File: src/rtl/iic_rd_seq_if.sv
// Signal bundle between the burst read sequencer, its host, the single-byte I2C read
// engine and the byte consumer. Clock and reset are not part of the bundle.
//
//   master : sequencer side (drives the O_* signals, receives the I_* signals)
//   slave  : environment side (host, read engine and consumer)
//
// Host      : I_start, I_dev_addr, I_base_addr, I_len -> O_busy, O_done, O_err
// Engine    : O_recv_en, O_dev_addr, O_word_addr -> I_read_data, I_done_flag
// Consumer  : O_data, O_valid -> I_ready
interface iic_rd_seq_if;
  logic       I_start;
  logic [6:0] I_dev_addr;
  logic [7:0] I_base_addr;
  logic [7:0] I_len;
  logic       O_busy;
  logic       O_done;
  logic       O_err;
  logic       O_recv_en;
  logic [6:0] O_dev_addr;
  logic [7:0] O_word_addr;
  logic [7:0] I_read_data;
  logic       I_done_flag;
  logic [7:0] O_data;
  logic       O_valid;
  logic       I_ready;

  modport master (
    input  I_start, I_dev_addr, I_base_addr, I_len, I_read_data, I_done_flag, I_ready,
    output O_busy, O_done, O_err, O_recv_en, O_dev_addr, O_word_addr, O_data, O_valid
  );

  modport slave (
    output I_start, I_dev_addr, I_base_addr, I_len, I_read_data, I_done_flag, I_ready,
    input  O_busy, O_done, O_err, O_recv_en, O_dev_addr, O_word_addr, O_data, O_valid
  );
endinterface

File: src/rtl/iic_rd_seq.sv
// Burst read sequencer: turns one start request into I_len single-byte reads on a
// downstream I2C read engine at consecutive word addresses, buffering the bytes in a
// small FIFO that drains to the consumer independently of the sequencing.
//
// Ports:
//   I_clk    : system clock
//   I_rst_n  : asynchronous active-low reset
//   bus      : iic_rd_seq_if.master (host request/status, engine control, FIFO output)
//
// Parameters:
//   C_FIFO_DEPTH : buffered bytes, power of two in 2..64
//   C_TIMEOUT    : cycles allowed per byte before the burst is aborted
//
// Build option: define IIC_RD_SEQ_TIMEOUT_EN to enable the per-byte timeout and O_err;
// without it WAIT waits indefinitely and O_err is tied low.
module iic_rd_seq #(
  parameter int unsigned C_FIFO_DEPTH = 16,
  parameter int unsigned C_TIMEOUT    = 262143
) (
  input logic          I_clk,
  input logic          I_rst_n,
  iic_rd_seq_if.master bus
);

  localparam int unsigned PtrW = $clog2(C_FIFO_DEPTH);
  localparam int unsigned CntW = PtrW + 1;

  typedef enum logic [2:0] {
    StIdle  = 3'd0,
    StIssue = 3'd1,
    StWait  = 3'd2,
    StGap   = 3'd3,
    StDone  = 3'd4
  } state_e;

  state_e          state_q, state_d;
  logic [6:0]      dev_addr_q, dev_addr_d;
  logic [7:0]      word_addr_q, word_addr_d;
  logic [8:0]      remain_q, remain_d;
  logic            recv_en;
  logic            push, pop;
  logic            tmo_hit;

  logic [7:0]      mem_q [C_FIFO_DEPTH];
  logic [PtrW-1:0] wr_ptr_q, rd_ptr_q;
  logic [CntW-1:0] cnt_q, cnt_d;
  logic            fifo_full;

  assign fifo_full = (cnt_q == CntW'(C_FIFO_DEPTH));
  assign pop       = (cnt_q != '0) && bus.I_ready;

  // Sequencing FSM
  always_ff @(posedge I_clk or negedge I_rst_n) begin
    if (!I_rst_n) begin
      state_q     <= StIdle;
      dev_addr_q  <= '0;
      word_addr_q <= '0;
      remain_q    <= '0;
    end else begin
      state_q     <= state_d;
      dev_addr_q  <= dev_addr_d;
      word_addr_q <= word_addr_d;
      remain_q    <= remain_d;
    end
  end

  always_comb begin
    state_d     = state_q;
    dev_addr_d  = dev_addr_q;
    word_addr_d = word_addr_q;
    remain_d    = remain_q;
    recv_en     = 1'b0;
    push        = 1'b0;
    unique case (state_q)
      StIdle: begin
        if (bus.I_start) begin
          dev_addr_d  = bus.I_dev_addr;
          word_addr_d = bus.I_base_addr;
          // A length of zero means a full 256-byte burst.
          remain_d    = {(bus.I_len == 8'd0), bus.I_len};
          state_d     = StIssue;
        end
      end
      StIssue: begin
        // Only issue when the returning byte is guaranteed a FIFO slot.
        if (!fifo_full) begin
          recv_en = 1'b1;
          state_d = StWait;
        end
      end
      StWait: begin
        if (bus.I_done_flag) begin
          recv_en     = 1'b1;
          push        = 1'b1;
          remain_d    = remain_q - 9'd1;
          word_addr_d = word_addr_q + 8'd1;
          state_d     = StGap;
        end else if (tmo_hit) begin
          state_d = StDone;
        end else begin
          recv_en = 1'b1;
        end
      end
      StGap: begin
        // One low cycle on O_recv_en returns the read engine to idle.
        state_d = (remain_q == 9'd0) ? StDone : StIssue;
      end
      StDone: begin
        state_d = StIdle;
      end
      default: begin
        state_d = StIdle;
      end
    endcase
  end

`ifdef IIC_RD_SEQ_TIMEOUT_EN
  localparam int unsigned TmoW = ($clog2(C_TIMEOUT) < 1) ? 1 : $clog2(C_TIMEOUT);

  logic [TmoW-1:0] tmo_q, tmo_d;
  logic            err_q, err_d;

  assign tmo_hit = (tmo_q == TmoW'(C_TIMEOUT - 1));

  always_comb begin
    tmo_d = tmo_q;
    if (state_q == StIssue) begin
      tmo_d = '0;
    end else if ((state_q == StWait) && !tmo_hit) begin
      tmo_d = tmo_q + TmoW'(1);
    end
  end

  always_comb begin
    err_d = err_q;
    if ((state_q == StIdle) && bus.I_start) begin
      err_d = 1'b0;
    end else if ((state_q == StWait) && !bus.I_done_flag && tmo_hit) begin
      err_d = 1'b1;
    end
  end

  always_ff @(posedge I_clk or negedge I_rst_n) begin
    if (!I_rst_n) begin
      tmo_q <= '0;
      err_q <= 1'b0;
    end else begin
      tmo_q <= tmo_d;
      err_q <= err_d;
    end
  end

  assign bus.O_err = err_q;
`else
  assign tmo_hit   = 1'b0;
  assign bus.O_err = 1'b0;
`endif

  // Byte FIFO; at most one read is outstanding so a push always has room.
  always_comb begin
    cnt_d = cnt_q;
    case ({push, pop})
      2'b10:   cnt_d = cnt_q + CntW'(1);
      2'b01:   cnt_d = cnt_q - CntW'(1);
      default: cnt_d = cnt_q;
    endcase
  end

  always_ff @(posedge I_clk or negedge I_rst_n) begin
    if (!I_rst_n) begin
      for (int i = 0; i < C_FIFO_DEPTH; i++) begin
        mem_q[i] <= '0;
      end
      wr_ptr_q <= '0;
      rd_ptr_q <= '0;
      cnt_q    <= '0;
    end else begin
      if (push) begin
        mem_q[wr_ptr_q] <= bus.I_read_data;
        wr_ptr_q        <= wr_ptr_q + PtrW'(1);
      end
      if (pop) begin
        rd_ptr_q <= rd_ptr_q + PtrW'(1);
      end
      cnt_q <= cnt_d;
    end
  end

  assign bus.O_busy      = (state_q == StIssue) || (state_q == StWait) || (state_q == StGap);
  assign bus.O_done      = (state_q == StDone);
  assign bus.O_recv_en   = recv_en;
  assign bus.O_dev_addr  = dev_addr_q;
  assign bus.O_word_addr = word_addr_q;
  assign bus.O_data      = mem_q[rd_ptr_q];
  assign bus.O_valid     = (cnt_q != '0);

endmodule

File: src/flat_wrapper.sv
// flat-port wrapper written by rule: the top's interface ports become plain ports
module iic_rd_seq_flat 
#(
  parameter int unsigned C_FIFO_DEPTH = 16,
  parameter int unsigned C_TIMEOUT    = 262143
)
  (I_clk, I_rst_n, bus_I_start, bus_I_dev_addr, bus_I_base_addr, bus_I_len, bus_I_read_data, bus_I_done_flag, bus_I_ready, bus_O_busy, bus_O_done, bus_O_err, bus_O_recv_en, bus_O_dev_addr, bus_O_word_addr, bus_O_data, bus_O_valid);
  iic_rd_seq_if bus_i ();
  input logic I_clk;
  input logic I_rst_n;
  input wire logic [$bits(bus_i.I_start)-1:0] bus_I_start;
  input wire logic [$bits(bus_i.I_dev_addr)-1:0] bus_I_dev_addr;
  input wire logic [$bits(bus_i.I_base_addr)-1:0] bus_I_base_addr;
  input wire logic [$bits(bus_i.I_len)-1:0] bus_I_len;
  input wire logic [$bits(bus_i.I_read_data)-1:0] bus_I_read_data;
  input wire logic [$bits(bus_i.I_done_flag)-1:0] bus_I_done_flag;
  input wire logic [$bits(bus_i.I_ready)-1:0] bus_I_ready;
  output wire logic [$bits(bus_i.O_busy)-1:0] bus_O_busy;
  output wire logic [$bits(bus_i.O_done)-1:0] bus_O_done;
  output wire logic [$bits(bus_i.O_err)-1:0] bus_O_err;
  output wire logic [$bits(bus_i.O_recv_en)-1:0] bus_O_recv_en;
  output wire logic [$bits(bus_i.O_dev_addr)-1:0] bus_O_dev_addr;
  output wire logic [$bits(bus_i.O_word_addr)-1:0] bus_O_word_addr;
  output wire logic [$bits(bus_i.O_data)-1:0] bus_O_data;
  output wire logic [$bits(bus_i.O_valid)-1:0] bus_O_valid;
  assign bus_i.I_start = bus_I_start;
  assign bus_i.I_dev_addr = bus_I_dev_addr;
  assign bus_i.I_base_addr = bus_I_base_addr;
  assign bus_i.I_len = bus_I_len;
  assign bus_i.I_read_data = bus_I_read_data;
  assign bus_i.I_done_flag = bus_I_done_flag;
  assign bus_i.I_ready = bus_I_ready;
  assign bus_O_busy = bus_i.O_busy;
  assign bus_O_done = bus_i.O_done;
  assign bus_O_err = bus_i.O_err;
  assign bus_O_recv_en = bus_i.O_recv_en;
  assign bus_O_dev_addr = bus_i.O_dev_addr;
  assign bus_O_word_addr = bus_i.O_word_addr;
  assign bus_O_data = bus_i.O_data;
  assign bus_O_valid = bus_i.O_valid;
  iic_rd_seq #(.C_FIFO_DEPTH(C_FIFO_DEPTH), .C_TIMEOUT(C_TIMEOUT)) u_core (.I_clk(I_clk), .I_rst_n(I_rst_n), .bus(bus_i));
endmodule
File: config.mk
export PLATFORM = sky130hd
export DESIGN_NAME = iic_rd_seq_flat
export DESIGN_NICKNAME = d
export VERILOG_FILES = /design/src/rtl/iic_rd_seq_if.sv /design/src/rtl/iic_rd_seq.sv /design/src/flat_wrapper.sv
export SDC_FILE = /design/constraint.sdc
export NUM_CORES = 1
export LEC_CHECK = 0
export ABC_AREA = 1
export BUFFER_PORTS_ARGS = -buffer_cell sky130_fd_sc_hd__buf_2
export CORE_MARGIN = 2
export CORE_UTILIZATION = 55
export CTS_BUF_LIST = sky130_fd_sc_hd__clkbuf_16
export CTS_CLUSTER_DIAMETER = 50
export DETAILED_ROUTE_END_ITERATION = 10
export PLACE_DENSITY = 0.72
export SLEW_MARGIN = 25
export SYNTH_ARGS = -nofsm -noshare
export SYNTH_HDL_FRONTEND = slang
export SYNTH_SLANG_ARGS = --single-unit
export TNS_END_PERCENT = 100
File: constraint.sdc
create_clock -name I_clk -period 2.52 [get_ports I_clk]
set_clock_uncertainty 0.15 [all_clocks]
set_input_delay 0.378 -clock I_clk [delete_from_list [all_inputs] [get_ports I_clk]]
set_output_delay 0.378 -clock I_clk [all_outputs]
set_load 0.005 [all_outputs]
==> impl_metrics.json <==
{
  "clock_sinks": 168,
  "post_dp_cell_area_sq_um": 8771,
  "peakVddDrop_v": 0.0006607,
  "drtAntennaViolNets": 0,
  "status": "finished with violations",
  "hold_viol": 0,
  "p_switching_w": 0.005089,
  "drv_cap": 0,
  "synth.avg_cell_area_sq_um": 8.296,
  "hp-class": "input pin to flip-flop",
  "end_kind": "output pin",
  "required_ns": 1.99,
  "violations": "setup timing",
  "port_buffers": 62,
  "cts_tree": "built",
  "fin_nets": 1104,
  "synth_seq_cells": 168,
  "utilization_pct": 66.24,
  "clk_pin_slew_ns": 0.06,
  "overflow": 0,
  "maxSlewHeadroom_pct": 47.95,
  "seq_power_share_pct": 35.1,
  "htreeDepth": 4,
  "ios": 64,
  "globalplace.congestion": 0.8328,
  "dp_slack_ns": 0.1406,
  "placementRows": 44,
  "first_global_vias": 6449,
  "die-area_sq_um": 16100,
  "clk_latency_ns": 0.42,
  "power_frac_comb_pct": 44.2,
  "hpwlAfterDp_mm": 12.56,
  "diodes": 0,
  "viasPerCell": 5.640,
  "synth_cell_types": 36,
  "drc": 0,
  "syn_to_final_growth_pct": 16.81,
  "min_period_ns": 2.581,
  "drt-total-wl_mm": 21.44,
  "clock_power_share_pct": 20.7,
  "start_util_pct": 56.71,
  "syn_area_sq_um": 8304,
  "crit_type": "flip-flop to output pin",
  "ys_warn_count": 0,
  "setup_viol": 2,
  "drive_gt1_share_pct": 17.88,
  "fillerInstances": 1208,
  "drv_slew": 0,
  "power.share.switching_pct": 41.08,
  "core_sq_um": 14640,
  "clockRootBuffer": "clkbuf_16",
  "routedWlPerCell_um": 17.12,
  "drtIter0Drc": 668,
  "p_int_w": 0.007298,
  "numCtsBuffers": 17,
  "max_freq_ghz": 0.3875,
  "post-route-period-util_pct": 102.4,
  "antenna_found_initial": 0,
  "arrival_ns": 2.05,
  "synth_cells": 1001,
  "cp-start-kind": "flip-flop",
  "total_leakage_power_nw": 4.617,
  "stdcell_area_sq_um": 9701,
  "num_vias": 7061,
  "rsz0062_at_grt": "true",
  "synthesis.nets": 1049,
  "die_height_um": 126.9,
  "drt_first_pass_iters": 5,
  "cellPowerDensity_nw_per_um2": 1277,
  "cts.path.max_buffers": 2,
  "grt_max_degree": 67,
  "setup_slack_ns": -0.06081,
  "layout.cells.non_filler": 1252,
  "place_inst": 1209,
  "die_w_um": 126.9,
  "grt_pass1_wl_mm": 33.71,
  "seq_area_frac_synth_pct": 50.63,
  "grt_usage_pct": 26.47,
  "timing.critical_path.fanout_max": 8,
  "worst_slew_pin_slew_ns": 0.7799
}
==> metrics by stage <==
| stage | hold slack, ns | power, W | setup TNS [ns] |
|---|---|---|---|
| 2_1_floorplan | -0.06759 | 0.007533 | 0 |
| 3_3_place_gp | 0.1999 | 0.008909 | 0 |
| 3_5_place_dp | 0.2001 | 0.009022 | 0 |
| 4_1_cts | 0.003338 | 0.01163 | 0 |
| 5_1_grt | 0.008615 | 0.01327 | -0.4682 |
| 6_report | 0.006212 | 0.01239 | -0.06085 |
==> registers in the layout (all words and copies together), names as in the netlist <==
name	cells
u_core.state_q	3
u_core.mem_q	128
u_core.wr_ptr_q	4
u_core.bus.O_word_addr	8
u_core.remain_q	9
u_core.rd_ptr_q	4
u_core.cnt_q	5
u_core.bus.O_dev_addr	7
==> cells by family (layout without fill, tap and decap cells) <==
family | Yosys count | after routing | synth area share, %
AOI/OAI and AO/OA | 239 | 239 | 15.23
xor gates and xnor gates | 12 | 12 | 1.266
adders and majority gates | 12 | 12 | 1.898
buffers and inverters | 97 | 164 | 5.198
DFF | 168 | 168 | 50.63
other | 1 | 1 | 0.04516
and+or+nand+nor | 472 | 472 | 25.73
==> repair_timing <==
item                                    in CTS  in global routing
resized for setup                            0                 83
hold buffers                                 3                  0
endpoints found under the setup margin       0                  9
setup buffers                                0                  2
endpoints found under the hold margin       48                  0
==> routing by layer <==
| metal | vias to the layer above | GRT usage (%) | wire length (um) |
|---|---|---|---|
| li1 | 3422 | - | - |
| met1 | 3381 | 40.24 | 9865 |
| met2 | 227 | 39.78 | 9977 |
| met3 | 31 | 4.639 | 1221 |
| met4 | 0 | 6.529 | 371 |
| met5 | - | 0 | 0 |
==> final cells by class <==
type	instances	area, sq um	share of cell area, %
Sequential cell	168	4207	43.36
Multi-Input combinational cell	736	3814	39.31
Timing Repair Buffer	95	735.7	7.584
Clock buffer	17	425.4	4.385
Tap cell	184	230.2	2.373
Inverter	38	146.4	1.509
Clock inverter	14	142.6	1.470
==> power by group through the flow <==
stage	Clock [W]	Combinational [W]	Sequential [W]
finish	0.00256	0.00548	0.00434
global route	0.00271	0.00609	0.00447
CTS	0.00260	0.00475	0.00428
detailed placement	0	0.00472	0.00431
global placement	0	0.00463	0.00428
floorplan	0	0.00342	0.00412
==> cells in the final DEF, fill, tap and decap left out, types with 6 or more instances in the layout <==
| master | Yosys | final |
|---|---|---|
| o21ai_0 | 130 | 95 |
| clkinv_1 | 2 | 6 |
| nand3_4 | 6 | 6 |
| o21ai_2 | 8 | 12 |
| nand3_1 | 54 | 44 |
| nand3_2 | 0 | 10 |
| buf_12 | 0 | 6 |
| nor2_1 | 149 | 132 |
| dfrtp_1 | 168 | 166 |
| clkbuf_16 | 0 | 21 |
| buf_4 | 2 | 16 |
| inv_1 | 32 | 34 |
| nand2_1 | 240 | 236 |
| o211ai_1 | 11 | 11 |
| a21oi_1 | 9 | 9 |
| nor2_2 | 0 | 12 |
| o21ai_1 | 74 | 105 |
| buf_2 | 12 | 61 |
| xor2_1 | 9 | 9 |
| ha_1 | 11 | 10 |
==> critical path, stage by stage, from the launching register on <==
cell and delay, ns:
dfrtp_2 0.41, clkinvlp_4 0.13, buf_12 0.16, buf_8 0.12
clkbuf_16 0.16, o21ai_0 0.20, nand3_1 0.13, nand3_1 0.12
nand2_2 0.06, buf_2 0.12
==> cells in the mapped netlist (all sizes together) <==
| library cell | n | share of area, % |
|---|---|---|
| dfrtp | 168 | 51 |
| inv | 36 | 1.6 |
| o22ai | 2 | 0.15 |
| ha | 11 | 1.7 |
| clkinv | 2 | 0.090 |
| clkbuf | 33 | 1.5 |
| buf | 26 | 2.0 |
| a211oi | 2 | 0.18 |
| o211ai | 11 | 0.99 |
| a21oi | 9 | 0.54 |
| nand3b | 3 | 0.42 |
| nand2 | 243 | 11 |
| nand4 | 11 | 1.9 |
| fa | 1 | 0.24 |
| or2 | 2 | 0.15 |
| conb | 1 | 0.045 |
| a31oi | 3 | 0.23 |
| o21ai | 212 | 13 |
| nor2 | 152 | 7.5 |
| nor3 | 1 | 0.060 |
| nand3 | 60 | 4.5 |
| xor2 | 9 | 0.95 |
| xnor2 | 3 | 0.32 |
==> worst paths after layout <==
kind,start,endpoint,slack [ns],depth (start not counted)
setup / recovery,u_core.rd_ptr_q[0]$_DFFE_PN0P_,bus_O_data[2],-0.06,9
hold / removal,bus_I_dev_addr[0],u_core.bus.O_dev_addr[0]$_DFFE_PN0P_,0.006,3
setup reg to reg,u_core.cnt_q[0]$_DFFE_PN0P_,u_core.cnt_q[4]$_DFFE_PN0P_,0.22,12
hold reg to reg,u_core.bus.O_dev_addr[0]$_DFFE_PN0P_,u_core.bus.O_dev_addr[0]$_DFFE_PN0P_,0.32,2
max in group asynchronous,I_rst_n,u_core.wr_ptr_q[0]$_DFFE_PN0P_,1.24,3
min in group asynchronous,I_rst_n,u_core.remain_q[6]$_DFFE_PN0P_,0.31,2
(Power assumes the default switching activity.)
